`config.mk`:
```
export PLATFORM = sky130hd
export DESIGN_NAME = sensor_frame_scheduler_flat
export DESIGN_NICKNAME = d
export VERILOG_FILES = /design/src/rtl/sensor_frame_scheduler_pkg.sv /design/src/rtl/sensor_frame_scheduler_if.sv /design/src/rtl/sensor_frame_csum.sv /design/src/rtl/sensor_frame_scheduler.sv /design/src/flat_wrapper.sv
export SDC_FILE = /design/constraint.sdc
export NUM_CORES = 1
export LEC_CHECK = 0
export BUFFER_PORTS_ARGS = -buffer_cell sky130_fd_sc_hd__buf_2
export CAP_MARGIN = 20
export CORE_MARGIN = 1.5
export CORE_UTILIZATION = 55
export DETAILED_ROUTE_END_ITERATION = 12
export GPL_ROUTABILITY_DRIVEN = 0
export MAX_ROUTING_LAYER = met4
export PLACE_DENSITY_LB_ADDON = 0.08
export SLEW_MARGIN = 20
export SYNTH_ARGS = -nofsm -noshare
export SYNTH_HDL_FRONTEND = slang
export SYNTH_SLANG_ARGS = --single-unit
```
`constraint.sdc`:
```
create_clock -name clk -period 4.23 [get_ports clk]
set_clock_uncertainty 0.1 [all_clocks]
set_input_delay 0.423 -clock clk [delete_from_list [all_inputs] [get_ports clk]]
set_output_delay 0.423 -clock clk [all_outputs]
set_load 0.01 [all_outputs]
```
`src/rtl/sensor_frame_scheduler_pkg.sv`:
```
// Shared types and constants for the sensor frame scheduler.
package sensor_frame_scheduler_pkg;

    typedef enum logic [2:0] {
        ST_IDLE,
        ST_SYNC,
        ST_WAIT,
        ST_SEND,
        ST_CSUM
    } state_e;

    localparam logic [7:0] SYNC_BYTE_DEF = 8'hA5;
    localparam logic [7:0] CRC8_POLY     = 8'h07;

    // Bytes per frame: sync + one per bank address + checksum.
    function automatic int frame_len(input logic [7:0] first, input logic [7:0] last);
        return int'(last) - int'(first) + 3;
    endfunction

endpackage

```
`src/rtl/sensor_frame_scheduler_if.sv`:
```
// Valid/ready byte stream from the frame scheduler to the telemetry sink.
interface sensor_frame_scheduler_if;

    logic [7:0] tx_data;
    logic       tx_valid;
    logic       tx_ready;

    modport master (output tx_data, output tx_valid, input tx_ready);
    modport slave  (input tx_data, input tx_valid, output tx_ready);

endinterface

```
`src/rtl/sensor_frame_csum.sv`:
```
// Running frame checksum: two's-complement sum by default, CRC-8 (poly 0x07)
// when SENSOR_FRAME_CRC8_EN is defined.
module sensor_frame_csum (
    input  logic       clk,
    input  logic       rst,
    input  logic       i_clear,
    input  logic       i_valid,
    input  logic [7:0] i_byte,
    output logic [7:0] o_check
);

    logic [7:0] r_acc;
    logic [7:0] w_acc_nxt;

`ifdef SENSOR_FRAME_CRC8_EN
    import sensor_frame_scheduler_pkg::*;

    function automatic logic [7:0] crc8_step(input logic [7:0] crc, input logic [7:0] data);
        logic [7:0] c;
        c = crc ^ data;
        for (int i = 0; i < 8; i++) begin
            c = c[7] ? ((c << 1) ^ CRC8_POLY) : (c << 1);
        end
        return c;
    endfunction

    assign w_acc_nxt = crc8_step(r_acc, i_byte);
    assign o_check   = r_acc;
`else
    assign w_acc_nxt = r_acc + i_byte;
    // Negated sum, so payload bytes plus this byte add to zero mod 256.
    assign o_check   = ~r_acc + 8'd1;
`endif

    // NOTE: state registers use non-blocking assignments so every flop
    // samples the pre-edge values of its neighbours.
    always_ff @(posedge clk) begin
        if (rst || i_clear) begin
            r_acc <= 8'h00;
        end else if (i_valid) begin
            r_acc <= w_acc_nxt;
        end
    end

endmodule

```
`src/rtl/sensor_frame_scheduler.sv`:
```
// Periodic sensor-bank readout sequencer emitting sync/payload/checksum frames.
// Optional CRC-8 checksum selected by SENSOR_FRAME_CRC8_EN.
module sensor_frame_scheduler
    import sensor_frame_scheduler_pkg::*;
#(
    parameter logic [7:0]  FIRST_ADDR = 8'd1,
    parameter logic [7:0]  LAST_ADDR  = 8'd25,
    parameter int unsigned PERIOD     = 1000,
    parameter logic [7:0]  SYNC_BYTE  = SYNC_BYTE_DEF
) (
    input  logic                     clk,
    input  logic                     rst,
    sensor_frame_scheduler_if.master tx,
    input  logic                     i_enable,
    output logic [7:0]               o_reg_addr,
    input  logic [7:0]               i_reg_data,
    output logic                     o_frame_busy,
    output logic                     o_frame_done,
    output logic [7:0]               o_overrun_cnt
);

    localparam int CNT_W = (PERIOD > 1) ? $clog2(PERIOD) : 1;
    localparam logic [CNT_W-1:0] RELOAD = CNT_W'(PERIOD - 1);

    state_e           r_state, w_state_nxt;
    logic [CNT_W-1:0] r_cnt;
    logic             r_pending;
    logic [7:0]       r_overrun;
    logic [7:0]       r_tx_data, w_tx_data_nxt;
    logic             r_tx_valid, w_tx_valid_nxt;
    logic [7:0]       r_addr, w_addr_nxt;
    logic             r_done, w_done_nxt;
    logic             w_tick, w_accept, w_consume, w_csum_clear, w_csum_valid;
    logic [7:0]       w_check;

    assign w_tick   = i_enable && (r_cnt == '0);
    assign w_accept = r_tx_valid && tx.tx_ready;

    sensor_frame_csum u_csum (
        .clk     (clk),
        .rst     (rst),
        .i_clear (w_csum_clear),
        .i_valid (w_csum_valid),
        .i_byte  (i_reg_data),
        .o_check (w_check)
    );

    always_ff @(posedge clk) begin
        if (rst) begin
            r_cnt     <= RELOAD;
            r_pending <= 1'b0;
            r_overrun <= 8'h00;
        end else begin
            r_cnt <= (!i_enable || r_cnt == '0) ? RELOAD : r_cnt - 1'b1;
            // A tick always leaves a frame pending; one arriving on top of
            // an already pending tick is counted as dropped.
            if (w_tick) begin
                r_pending <= 1'b1;
                if (r_pending && r_overrun != 8'hFF) r_overrun <= r_overrun + 8'd1;
            end else if (w_consume) begin
                r_pending <= 1'b0;
            end
        end
    end

    always_ff @(posedge clk) begin
        if (rst) begin
            r_state    <= ST_IDLE;
            r_tx_data  <= 8'h00;
            r_tx_valid <= 1'b0;
            r_addr     <= 8'h00;
            r_done     <= 1'b0;
        end else begin
            r_state    <= w_state_nxt;
            r_tx_data  <= w_tx_data_nxt;
            r_tx_valid <= w_tx_valid_nxt;
            r_addr     <= w_addr_nxt;
            r_done     <= w_done_nxt;
        end
    end

    // NOTE: every signal gets a default before the case so no path can
    // leave one unassigned and infer a latch.
    always_comb begin
        w_state_nxt    = r_state;
        w_tx_data_nxt  = r_tx_data;
        w_tx_valid_nxt = r_tx_valid;
        w_addr_nxt     = r_addr;
        w_done_nxt     = 1'b0;
        w_consume      = 1'b0;
        w_csum_clear   = 1'b0;
        w_csum_valid   = 1'b0;
        case (r_state)
            ST_IDLE: begin
                w_addr_nxt     = 8'h00;
                w_tx_valid_nxt = 1'b0;
                if (r_pending) begin
                    w_consume      = 1'b1;
                    w_csum_clear   = 1'b1;
                    w_tx_data_nxt  = SYNC_BYTE;
                    w_tx_valid_nxt = 1'b1;
                    w_state_nxt    = ST_SYNC;
                end
            end
            ST_SYNC: begin
                if (w_accept) begin
                    w_addr_nxt     = FIRST_ADDR;
                    w_tx_valid_nxt = 1'b0;
                    w_state_nxt    = ST_WAIT;
                end
            end
            ST_WAIT: begin
                w_tx_data_nxt  = i_reg_data;
                w_tx_valid_nxt = 1'b1;
                w_csum_valid   = 1'b1;
                w_state_nxt    = ST_SEND;
            end
            ST_SEND: begin
                if (w_accept) begin
                    if (r_addr == LAST_ADDR) begin
                        w_tx_data_nxt = w_check;
                        w_state_nxt   = ST_CSUM;
                    end else begin
                        w_addr_nxt     = r_addr + 8'd1;
                        w_tx_valid_nxt = 1'b0;
                        w_state_nxt    = ST_WAIT;
                    end
                end
            end
            ST_CSUM: begin
                if (w_accept) begin
                    w_tx_valid_nxt = 1'b0;
                    w_addr_nxt     = 8'h00;
                    w_done_nxt     = 1'b1;
                    w_state_nxt    = ST_IDLE;
                end
            end
            default: w_state_nxt = ST_IDLE;
        endcase
    end

    assign tx.tx_data    = r_tx_data;
    assign tx.tx_valid   = r_tx_valid;
    assign o_reg_addr    = r_addr;
    assign o_frame_busy  = (r_state != ST_IDLE);
    assign o_frame_done  = r_done;
    assign o_overrun_cnt = r_overrun;

endmodule

```
`src/flat_wrapper.sv`:
```
// flat-port wrapper written by rule: the top's interface ports become plain ports
module sensor_frame_scheduler_flat import sensor_frame_scheduler_pkg::*;
#(
    parameter logic [7:0]  FIRST_ADDR = 8'd1,
    parameter logic [7:0]  LAST_ADDR  = 8'd25,
    parameter int unsigned PERIOD     = 1000,
    parameter logic [7:0]  SYNC_BYTE  = SYNC_BYTE_DEF
)
  (clk, rst, i_enable, o_reg_addr, i_reg_data, o_frame_busy, o_frame_done, o_overrun_cnt, tx_tx_data, tx_tx_valid, tx_tx_ready);
  sensor_frame_scheduler_if tx_i ();
  input  logic clk;
  input  logic rst;
  input  logic i_enable;
  output logic [7:0] o_reg_addr;
  input  logic [7:0] i_reg_data;
  output logic o_frame_busy;
  output logic o_frame_done;
  output logic [7:0] o_overrun_cnt;
  output wire logic [$bits(tx_i.tx_data)-1:0] tx_tx_data;
  output wire logic [$bits(tx_i.tx_valid)-1:0] tx_tx_valid;
  input wire logic [$bits(tx_i.tx_ready)-1:0] tx_tx_ready;
  assign tx_tx_data = tx_i.tx_data;
  assign tx_tx_valid = tx_i.tx_valid;
  assign tx_i.tx_ready = tx_tx_ready;
  sensor_frame_scheduler #(.FIRST_ADDR(FIRST_ADDR), .LAST_ADDR(LAST_ADDR), .PERIOD(PERIOD), .SYNC_BYTE(SYNC_BYTE)) u_core (.clk(clk), .rst(rst), .tx(tx_i), .i_enable(i_enable), .o_reg_addr(o_reg_addr), .i_reg_data(i_reg_data), .o_frame_busy(o_frame_busy), .o_frame_done(o_frame_done), .o_overrun_cnt(o_overrun_cnt));
endmodule
```
== After elaboration in Yosys (flattened, before gate mapping) ==
Cells that the tools add are included.

* Bits in registers: 48
* Word-level logic and storage cells: 75
* Input port bits: 12

* Reductions and logical operators: 21
* Muxes and demuxes: 25
* Add/sub/neg operators: 5
* Equal/unequal tests: 13
* Bitwise logic cells: 2

{| class="wikitable"
|+ Operators with widths
! operator !! count
|-
| 8-bit 2-to-1 mux || 7
|-
| 8-bit case mux with 4 select lines || 1
|-
| 8-bit by 1-bit adder with 8-bit output, second input constant || 3
|-
| 8-bit case mux with 3 select lines || 1
|-
| 3-bit 2-to-1 mux || 5
|-
| 3-bit case mux with 5 select lines || 1
|-
| 2-bit by 1-bit inequality test with 1-bit output, second input constant || 6
|-
| 4-bit AND reduction || 3
|-
| 10-bit logical NOT || 1
|-
| 10-bit by 1-bit subtractor with 10-bit output, second input constant || 1
|-
| 1-bit 2-to-1 mux || 9
|-
| 8-bit adder || 1
|-
| 8-bit by 5-bit equality test with 1-bit output, second input constant || 1
|-
| 8-bit inequality test, second input constant || 1
|-
| 8-bit inverter || 1
|-
| 4-bit nonzero test || 2
|-
| 3-bit by 2-bit equality test with 1-bit output, second input constant || 2
|-
| 3-bit nonzero test || 2
|-
| 2-bit OR reduction || 3
|-
| 5-bit AND reduction || 1
|-
| 1-bit case mux with 4 select lines || 1
|-
| 3-bit by 1-bit equality test with 1-bit output, second input constant || 1
|-
| 3-bit equality test, second input constant || 1
|-
| 1-bit logical AND || 3
|-
| 7 further kinds || 8
|}

== Depth between registers and ports, before layout ==
Gate-level depths: netlist of run 1.

* Word-level depth: 5
* Depth in mapped cells: 8

== By module ==
A second synthesis of run 1 with hierarchy kept.

* Cell total of the unflattened synthesis: 337
* Area total of the unflattened synthesis: 2813.9 µm²

{| class="wikitable"
|+ By module, submodules not included
! module !! cells each !! area an instance (µm²) !! times used !! sequential area each (µm²)
|-
| sensor_frame_scheduler || 243 || 2035.7 || 1 || 800.8
|-
| sensor_frame_csum || 94 || 778.2 || 1 || 160.2
|}

== Worst setup path after synthesis of run 1 ==
Ideal clock, no wire load.

* Kind: reg-to-reg
* From: reg u_core.r_addr[0], in the netlist u_core.o_reg_addr[0]
* To: reg u_core.r_tx_data[3], in the netlist u_core.tx.tx_data[3]
* Stages on the path, launching flop included: 8
* Arrival time: 1.880 ns
* Path slack: 2.171 ns
* Library setup time: 0.079 ns
* Path through: dfxtp_1 -> ha_1 -> nand4b_1 -> or4_4 -> a211oi_4 -> buf_6 -> nor2_1 -> a211oi_2

* Longest elaborated chain between the ends: 3

{| class="wikitable"
|+ Ends and longest elaborated chain
! item !! RTL line !! source
|-
| start: declaration || sensor_frame_scheduler.sv:31 || <nowiki>logic [7:0] r_addr, w_addr_nxt;</nowiki>
|-
| start signal: assignment || sensor_frame_scheduler.sv:77 || <nowiki>r_addr <= w_addr_nxt;</nowiki>
|-
| 8-bit by 5-bit equality test with 1-bit output || sensor_frame_scheduler.sv:120 || <nowiki>if (r_addr == LAST_ADDR) begin</nowiki>
|-
| 2-bit by 1-bit inequality test with 1-bit output (no source line) || -- ||
|-
| 4-bit AND reduction (no source line) || -- ||
|-
| end signal: assignment || sensor_frame_scheduler.sv:75 || <nowiki>r_tx_data <= w_tx_data_nxt;</nowiki>
|-
| end: declaration || sensor_frame_scheduler.sv:29 || <nowiki>logic [7:0] r_tx_data, w_tx_data_nxt;</nowiki>
|}

No other way between the ends.
A chain may end at the register's enable or synchronous reset.

== Final worst setup path of run 1 ==
* From: reg u_core.r_addr[0], in the netlist u_core.o_reg_addr[0]
* To: reg u_core.r_tx_data[0], in the netlist u_core.tx.tx_data[0]

Same word-level chain as after synthesis.

==> key figures, run 1 <==
Status
  – Status: complete, no violations

Finish
  – P&R area growth vs syn: 10.7%
  – Inserted Diodes: 0
  – Final core occ: 63.1%
  – Fillers: between 400 and 500
  – Layout cells sized above 1: 16.5%
  – Final #Nets: about 380

Global route
  – Vias in the first global route: about 2.0k
  – Grt total ovfl: 0
  – Initial antenna violation count: 0
  – Gr usage total: between 20 and 25%
  – First-pass GRT wire length: roughly 9000 µm
  – Largest net degree at the start of global routing: 34

Die
  – Die width: a little over 70 µm
  – Core area: 4690 µm²
  – Io pins: 39
  – Initial core utilization: between 50% and 60%
  – Row Count: 25
  – Die height: 72.7 µm
  – Die Area: roughly 5300 µm²

Power
  – Worst IR Drop VDD: around 170 µV
  – Cell Pwr Density: around 270 nW/µm²
  – Pleak: 1.19 nW

Hold path
  – Hold Path Cell Cnt: 1
  – Hold Crit Class: reg2reg

Timing
  – Final Setup Violations: 0
  – Smallest hold slack: about 0.30 ns
  – Final cycle utilization of the critical path: 54.7%
  – Worst-Margin Slew: between 0.8 and 0.9 ns
  – Fmax: 432 MHz
  – Post-route setup TNS: 0 ns
  – Tmin final: 2.31 ns
  – Final Hold Vio Count: 0
  – Slew margin rel.: 42.4%
  – Slew Viols, Final: 0
  – Unrepaired setup endpoints after global routing: false

Yosys
  – Post-synth EDFFs: 0
  – Unique cell type count in the Yosys netlist: 60
  – Seq/Total Area, Yosys: between 30% and 40%
  – Area leader, netlist: dfxtp_1
  – Syn avg cell area: 8.49 µm²
  – Yosys warnings: 0
  – Syn nets: 340
  – Async set-reset flop share out of synthesis: 0%
  – Syn Inst Count: ~320
  – Top post-synthesis cells by count: 48 x dfxtp_1, 34 x nand2_1, 34 x nor2_1
  – Synthesized area: approximately 2700 µm²
  – Dominant synthesized flop cell: dfxtp_1
  – Area contributors post-synth: dfxtp_1 36%, ha_1 5.6%, xnor2_1 4.9%
  – Count leader, synth: dfxtp_1
  – Top cell type's share of synthesized area: between 30% and 40%
  – #FFs+latches synth: 48

Setup path
  – R2r worst-path depth: 6
  – Worst path slowest cell: a211oi_4
  – Worst Path Arrival: approximately 2.4 ns
  – Worst Path Buf+Inv: 0
  – Worst setup SP type: flop
  – CP Capture Type: flop
  – Crit path max-delay family: compound AO/OA/AOI/OAI gates
  – Required time worst endpoint: 4.35 ns
  – Setup CP Type: reg2reg
  – Worst-path fanout max: 15
  – Worst path cell trace: ha_1 > nand4b_1 > or4_4 > a211oi_4 > nor2_1 > a311oi_1
  – Max incr delay on CP: a little under 0.6 ns
  – CP Depth: 6

Clock tree
  – # Post-CTS Setup Buffers: 0
  – H-Tree Depth: 2
  – CTS tree: done
  – Clk slew on worst S/H paths: 0.09 ns
  – Post-cts resize count: 0
  – Root Driver: clkbuf_8
  – Clk buf depth: 2
  – Clock Sinks: 48
  – Skew-Pair Late Insertion Delay: slightly above 0.3 ns
  – TritonCTS Buffers: 5
  – Hold buffer count at CTS: 0

Route
  – Vias: roughly 2.3k
  – Antenna Nets Post-Route: 0
  – Remaining DRCs: 0
  – DR pass1 iterations: 4
  – Via/cell ratio: approximately 5.7
  – DRT iter0 DRCs: roughly 150
  – Detailed Route WL: ~5400 µm
  – Avg WL per Cell: around 13 µm

Job
  – Max-Cap Viols: 0

Placement
  – PortBufs: 38
  – Final HPWL DP: slightly below 4000 µm
## cell usage in the layout, fill, tap and decap left out, types with 4 or more instances in the layout
cell type,count
a211oi_1,5
a21oi_1,23
a22oi_1,4
and2_1,4
buf_2,38
clkbuf_8,5
dfxtp_1,48
ha_1,12
inv_1,16
nand2_1,34
nand2b_1,5
nand3_1,12
nor2_1,34
nor3_1,8
nor4_1,10
o21ai_0,13
xnor2_1,15
xor2_1,8
## metal layers
layer / GRT usage (%) / part of all wire [%] / wire length [µm]
met1: 29.3 / 50 / 2690
met2: 34.0 / 44 / 2360
met4: 6.92 / 1.3 / 70
met3: 4.28 / 4.9 / 262
met5: - / 0 / 0
## area by class of cell
cell class | count | area [µm²] | share of cell area [%]
Tap cell | 54 | 67.6 | 2.28
Multi-Input combinational cell | 241 | 1570 | 52.9
Clock inverter | 2 | 35.0 | 1.18
Sequential cell | 48 | 961 | 32.5
Inverter | 16 | 60.1 | 2.03
Clock buffer | 6 | 72.6 | 2.45
Timing Repair Buffer | 39 | 198 | 6.68
## sequential cells by signal (all words and copies together) (netlist names)
name,cells
u_core.u_csum.r_acc,8
u_core.tx.tx_valid,1
u_core.o_reg_addr,8
u_core.r_state,3
u_core.tx.tx_data,8
u_core.r_pending,1
u_core.o_frame_done,1
u_core.r_cnt,10
u_core.o_overrun_cnt,8
## stage by stage
stage / power [mW] / cell area, µm² / worst slack (ns) / cells
detailed placement: 0.491 / 2850 / 1.94 / 398
global placement: 0.491 / 2850 / 2.01 / 398
floorplan: 0.483 / 2680 / 2.17 / 315
CTS: 0.819 / 2960 / 1.91 / 406
global route: 0.837 / 2960 / 1.67 / 406
finish: 0.809 / 2960 / 1.92 / 406
## cell families after synthesis
kind of cell,after synthesis,synth area share [%]
multiplexers,2,0.748
adder cells (fa/ha/maj),14,6.78
AO/OA/AOI/OAI,72,18.4
XOR/XNOR,23,7.53
AND/OR/NAND/NOR,130,25.1
buffers and inverters,26,5.52
flip-flops,48,35.9
## power breakdown
group          switching, mW  internal, mW
combinational         0.0179       0.00979
clock                  0.153         0.175
sequential          0.000541         0.452
total                  0.172         0.638
## final timing paths
kind	startpoint	to	slack (ns)
worst max-delay path	u_core.o_reg_addr[0]$_SDFFE_PP0P_	u_core.tx.tx_data[0]$_SDFFE_PP0P_	1.92
worst min-delay path	u_core.r_cnt[0]$_SDFF_PP1_	u_core.r_cnt[0]$_SDFF_PP1_	0.30
worst max register to register	u_core.o_reg_addr[0]$_SDFFE_PP0P_	u_core.tx.tx_data[0]$_SDFFE_PP0P_	1.92
worst min register to register	u_core.r_cnt[0]$_SDFF_PP1_	u_core.r_cnt[0]$_SDFF_PP1_	0.30
Power figures use the tool's default switching activity.
==> run 2: changes to the inputs <==
==> constraint.sdc (replaced) <==
create_clock -name clk -period 2.25 [get_ports clk]
set_clock_uncertainty 0.1 [all_clocks]
set_input_delay 0.225 -clock clk [delete_from_list [all_inputs] [get_ports clk]]
set_output_delay 0.225 -clock clk [all_outputs]
set_load 0.01 [all_outputs]
==> key figures, run 2 (synthesized netlist as in run 1, its figures left out) <==
Placement
  – Pre-CTS setup slack: between 0.08 and 0.09 ns
  – PortBufs: 38
  – Final HPWL DP: between 4000 and 5000 µm

Finish
  – P&R area growth vs syn: 13.6%
  – Max reg flops: 10
  – Largest register by flop count: u_core.r_cnt
  – Fillers: 414
  – Final core occ: roughly two thirds
  – Layout cells sized above 1: between 10% and 20%
  – Commonest non-fill, non-tap cell in the layout: dfxtp_1
  – Final #Nets: 385
  – Inserted Diodes: 0
  – Most frequent cells in the layout: 47 x dfxtp_1, 38 x buf_2, 34 x nor2_1, 34 x nand2_1, 23 x a21oi_1

Die
  – Die width: 72.7 µm
  – Initial core utilization: between 50% and 60%
  – Io pins: 39
  – Die height: approximately 73 µm
  – Row Count: 25
  – Core area: about 4700 µm²
  – Die Area: 5290 µm²

Clock tree
  – Clk slew on worst S/H paths: about 0.090 ns
  – Root Driver: clkbuf_8
  – Clk buf depth: 2
  – TritonCTS Buffers: 5
  – Skew-Pair Late Insertion Delay: around 0.30 ns
  – CTS tree: done
  – H-Tree Depth: 2
  – # Post-CTS Setup Buffers: 0
  – Clock Sinks: 48

Timing
  – Slew margin rel.: between 40% and 50%
  – Final Setup Violations: 0
  – Tmin final: ~2.1 ns
  – Fmax: between 400 and 500 MHz
  – Post-route setup TNS: 0 ns
  – Unrepaired setup endpoints after global routing: false
  – Final cycle utilization of the critical path: 93.9%
  – Post-route setup slack: between 0.1 and 0.15 ns
  – Worst-Margin Slew: roughly 0.8 ns
  – Slew Viols, Final: 0
  – Final Hold Vio Count: 0

Global route
  – Initial antenna violation count: 0
  – Vias in the first global route: slightly above 2k
  – Grt total ovfl: 0
  – Gr usage total: 22.5%
  – First-pass GRT wire length: 9260 µm
  – Largest net degree at the start of global routing: 34

Status
  – Status: complete, no violations

Setup path
  – Critical path launch point: u_core.u_csum.r_acc[0]$_SDFFE_PP0N_
  – Worst Path Arrival: 2.25 ns
  – Worst setup SP type: flop
  – Setup CP Type: reg2reg
  – Reg2reg start: u_core.u_csum.r_acc[0]$_SDFFE_PP0N_
  – Required time worst endpoint: about 2.4 ns
  – Worst-path fanout max: 7
  – CP Capture Type: flop

Power
  – Worst IR Drop VDD: roughly 310 µV
  – Cell Pwr Density: between 500 and 600 nW/µm²
  – Pleak: around 1.2 nW

Route
  – Remaining DRCs: 0
  – Avg WL per Cell: 13.3 µm
  – Antenna Nets Post-Route: 0
  – Via/cell ratio: 5.68
  – DR pass1 iterations: 4
  – DRT iter0 DRCs: 175
  – Detailed Route WL: between 5000 and 6000 µm
  – Vias: 2358

Hold path
  – Hold Crit Start: tx_tx_ready
  – Hold Crit Class: in2reg

Job
  – Max-Cap Viols: 0
[run 2: final cells by class]
type / instances / area [µm²] / area share (%)
Multi-Input combinational cell: 241 / 1570 / 51.6
Timing Repair Buffer: 48 / 265 / 8.73
Tap cell: 54 / 67.6 / 2.22
Clock buffer: 5 / 68.8 / 2.27
Clock inverter: 3 / 42.5 / 1.40
Sequential cell: 48 / 965 / 31.8
Inverter: 16 / 60.1 / 1.98
[run 2: critical path, cell delays in order, from the launching register on]
cell	delay (ns)
dfxtp_4	0.39
ha_2	0.19
inv_1	0.05
fa_1	0.40
nor2b_1	0.18
o21a_1	0.16
o211ai_1	0.12
a2111o_1	0.38
nand3_1	0.09
[run 2: metrics by stage]
stage	hold slack, ns	cell area (µm²)	total power, mW	cells
global route	0.162	3040	1.59	415
CTS	0.145	3030	1.55	415
global placement	0.280	2920	0.924	407
floorplan	0.271	2680	0.908	315
detailed placement	0.288	2920	0.925	407
finish	0.154	3040	1.52	415
[run 2: what timing repair did]
action                                  in CTS  in global routing
gates resized for setup                      0                  3
endpoints found under the setup margin       0                  1
hold endpoints to repair                     0                  0
hold buffers                                 0                  0
[run 2: power by group]
part / internal, mW / switching (mW)
sequential: 0.849 / 0.00102
clock: 0.329 / 0.292
combinational: 0.0185 / 0.0348
total: 1.20 / 0.328
[run 2: final timing paths]
kind	end	slack, ns	cells after the start
setup / recovery	u_core.u_csum.r_acc[6]$_SDFFE_PP0N_	0.14	8
hold / removal	u_core.o_frame_done$_SDFF_PP0_	0.15	3
setup reg to reg	u_core.u_csum.r_acc[6]$_SDFFE_PP0N_	0.14	8
hold reg to reg	u_core.r_cnt[0]$_SDFF_PP1_	0.31	1
[run 2: layer usage]
metal / part of all wire, % / track usage [%]
met1: 51 / 31.5
met2: 44 / 33.8
met3: 4.3 / 3.45
met4: 1.3 / 6.50
met5: 0 / -
==> run 3: changes to the inputs <==
--- a/config.mk
+++ b/config.mk
@@ -9,10 +9,12 @@
 export CAP_MARGIN = 20
 export CORE_MARGIN = 1.5
 export CORE_UTILIZATION = 55
+export CTS_BUF_LIST = sky130_fd_sc_hd__clkbuf_4
 export DETAILED_ROUTE_END_ITERATION = 12
 export GPL_ROUTABILITY_DRIVEN = 0
 export MAX_ROUTING_LAYER = met4
 export PLACE_DENSITY_LB_ADDON = 0.08
+export SKIP_CTS_REPAIR_TIMING = 1
 export SLEW_MARGIN = 20
 export SYNTH_ARGS = -nofsm -noshare
 export SYNTH_HDL_FRONTEND = slang
==> key figures, run 3 (synthesized netlist as in run 1, its figures left out) <==
Power
  – Pleak: around 1.2 nW
  – Worst IR Drop VDD: between 300 and 400 µV
  – Cell Pwr Density: approximately 470 nW/µm²
  – Total Power: between 1 and 1.5 mW

Global route
  – Gr usage total: 22.6%
  – First-pass GRT wire length: 9250 µm
  – Initial antenna violation count: 0
  – Largest net degree at the start of global routing: 34
  – Vias in the first global route: just over 2k
  – Grt total ovfl: 0

Clock tree
  – Clock Sinks: 48
  – Clk buf depth: 2
  – Clk slew on worst S/H paths: around 0.14 ns
  – Skew-Pair Late Insertion Delay: 0.37 ns
  – Root Driver: clkbuf_4
  – CTS tree: done
  – H-Tree Depth: 2
  – TritonCTS Buffers: 5

Timing
  – Post-route setup TNS: 0 ns
  – Final Setup Violations: 0
  – Worst-Margin Slew: approximately 0.81 ns
  – Post-route setup slack: between 0.1 and 0.15 ns
  – Final cycle utilization of the critical path: 95.0%
  – Slew margin rel.: between 40% and 50%
  – Unrepaired setup endpoints after global routing: false
  – Final Hold Vio Count: 0
  – Fmax: around 470 MHz
  – Slew Viols, Final: 0
  – Tmin final: around 2.1 ns

Die
  – Die height: around 73 µm
  – Io pins: 39
  – Core area: ~4700 µm²
  – Row Count: 25
  – Die width: approximately 73 µm
  – Die Area: 5290 µm²
  – Initial core utilization: between 50% and 60%

Finish
  – Inserted Diodes: 0
  – Final #Nets: between 300 and 400
  – Area of the multi-input gates: between 1500 and 2000 µm²
  – Fillers: a little over 400
  – Most frequent cells in the layout: 47 x dfxtp_1, 38 x buf_2, 34 x nor2_1, 34 x nand2_1, 23 x a21oi_1
  – Final Instance Area: 3010 µm²
  – Layout cells sized above 1: between 15 and 20%
  – Reg area: 965 µm²
  – Commonest non-fill, non-tap cell in the layout: dfxtp_1
  – Fin cells: 416
  – Max reg flops: 10
  – P&R area growth vs syn: 12.6%
  – Largest register by flop count: u_core.r_cnt

Route
  – Remaining DRCs: 0
  – Vias: about 2.4k
  – Avg WL per Cell: 13.4 µm
  – Via/cell ratio: ~5.7
  – Antenna Nets Post-Route: 0
  – DR pass1 iterations: 4
  – Detailed Route WL: 5550 µm
  – DRT iter0 DRCs: 133

Placement
  – Pre-CTS setup slack: 0.0807 ns
  – Final HPWL DP: 4050 µm
  – PortBufs: 38
  – Dpl cells: roughly 410
  – Area after DPL: 2920 µm²

Setup path
  – Required time worst endpoint: 2.46 ns
  – CP Capture Type: flop
  – Worst Path Arrival: approximately 2.4 ns
  – Worst-path fanout max: 7
  – Worst setup SP type: flop
  – Setup CP Type: reg2reg

Status
  – Status: complete, no violations

Hold path
  – Hold Crit Class: in2reg

Job
  – Max-Cap Viols: 0
-- run 3: worst max-delay path, cell delays in order, from the launching register on --
cell      delay (ns)
dfxtp_4         0.40
ha_1            0.19
inv_1           0.06
fa_1            0.41
nor2b_1         0.19
o21a_1          0.15
o211ai_1        0.11
a2111o_1        0.38
nand3_1         0.09
-- run 3: final timing paths --
check | startpoint | to | slack [ns] | cells after the start
max | u_core.u_csum.r_acc[0]$_SDFFE_PP0N_ | u_core.u_csum.r_acc[6]$_SDFFE_PP0N_ | 0.11 | 8
min | tx_tx_ready | u_core.o_frame_done$_SDFF_PP0_ | 0.08 | 3
max reg2reg | u_core.u_csum.r_acc[0]$_SDFFE_PP0N_ | u_core.u_csum.r_acc[6]$_SDFFE_PP0N_ | 0.11 | 8
min reg2reg | u_core.r_cnt[0]$_SDFF_PP1_ | u_core.r_cnt[0]$_SDFF_PP1_ | 0.32 | 1
-- run 3: cell type report --
type	count	area share (%)
sequential	48	32.0
inverter	16	1.99
clock inverter	3	1.41
timing repair buffer	49	9.06
multi-input combinational	241	52.0
clock buffer	5	1.25
tap	54	2.24
-- run 3: power by group --
group / internal [mW] / leakage [nW] / total [mW] / switching (mW)
registers: 0.851 / 0.388 / 0.852 / 0.00103
logic: 0.0185 / 0.801 / 0.0534 / 0.0349
clock network: 0.232 / 0.0412 / 0.517 / 0.285
-- run 3: layer usage --
layer / up-vias / part of all wire [%] / global-route usage [%]
met4: 0 / 1.1 / 6.29
met2: 65 / 44 / 34.0
met1: 1078 / 50 / 31.3
li1: 1223 / - / -
met3: 8 / 4.8 / 3.73
met5: - / 0 / -
-- run 3: through the flow --
| stage | util [%] | hold WS [ns] |
|---|---|---|
| final | 64.2 | 0.0763 |
| after global routing | 64.2 | 0.0597 |
| after CTS | 63.9 | 0.0550 |
| after detailed placement | 62.2 | 0.288 |
| after global placement | 62.2 | 0.280 |
| after floorplan | - | 0.271 |
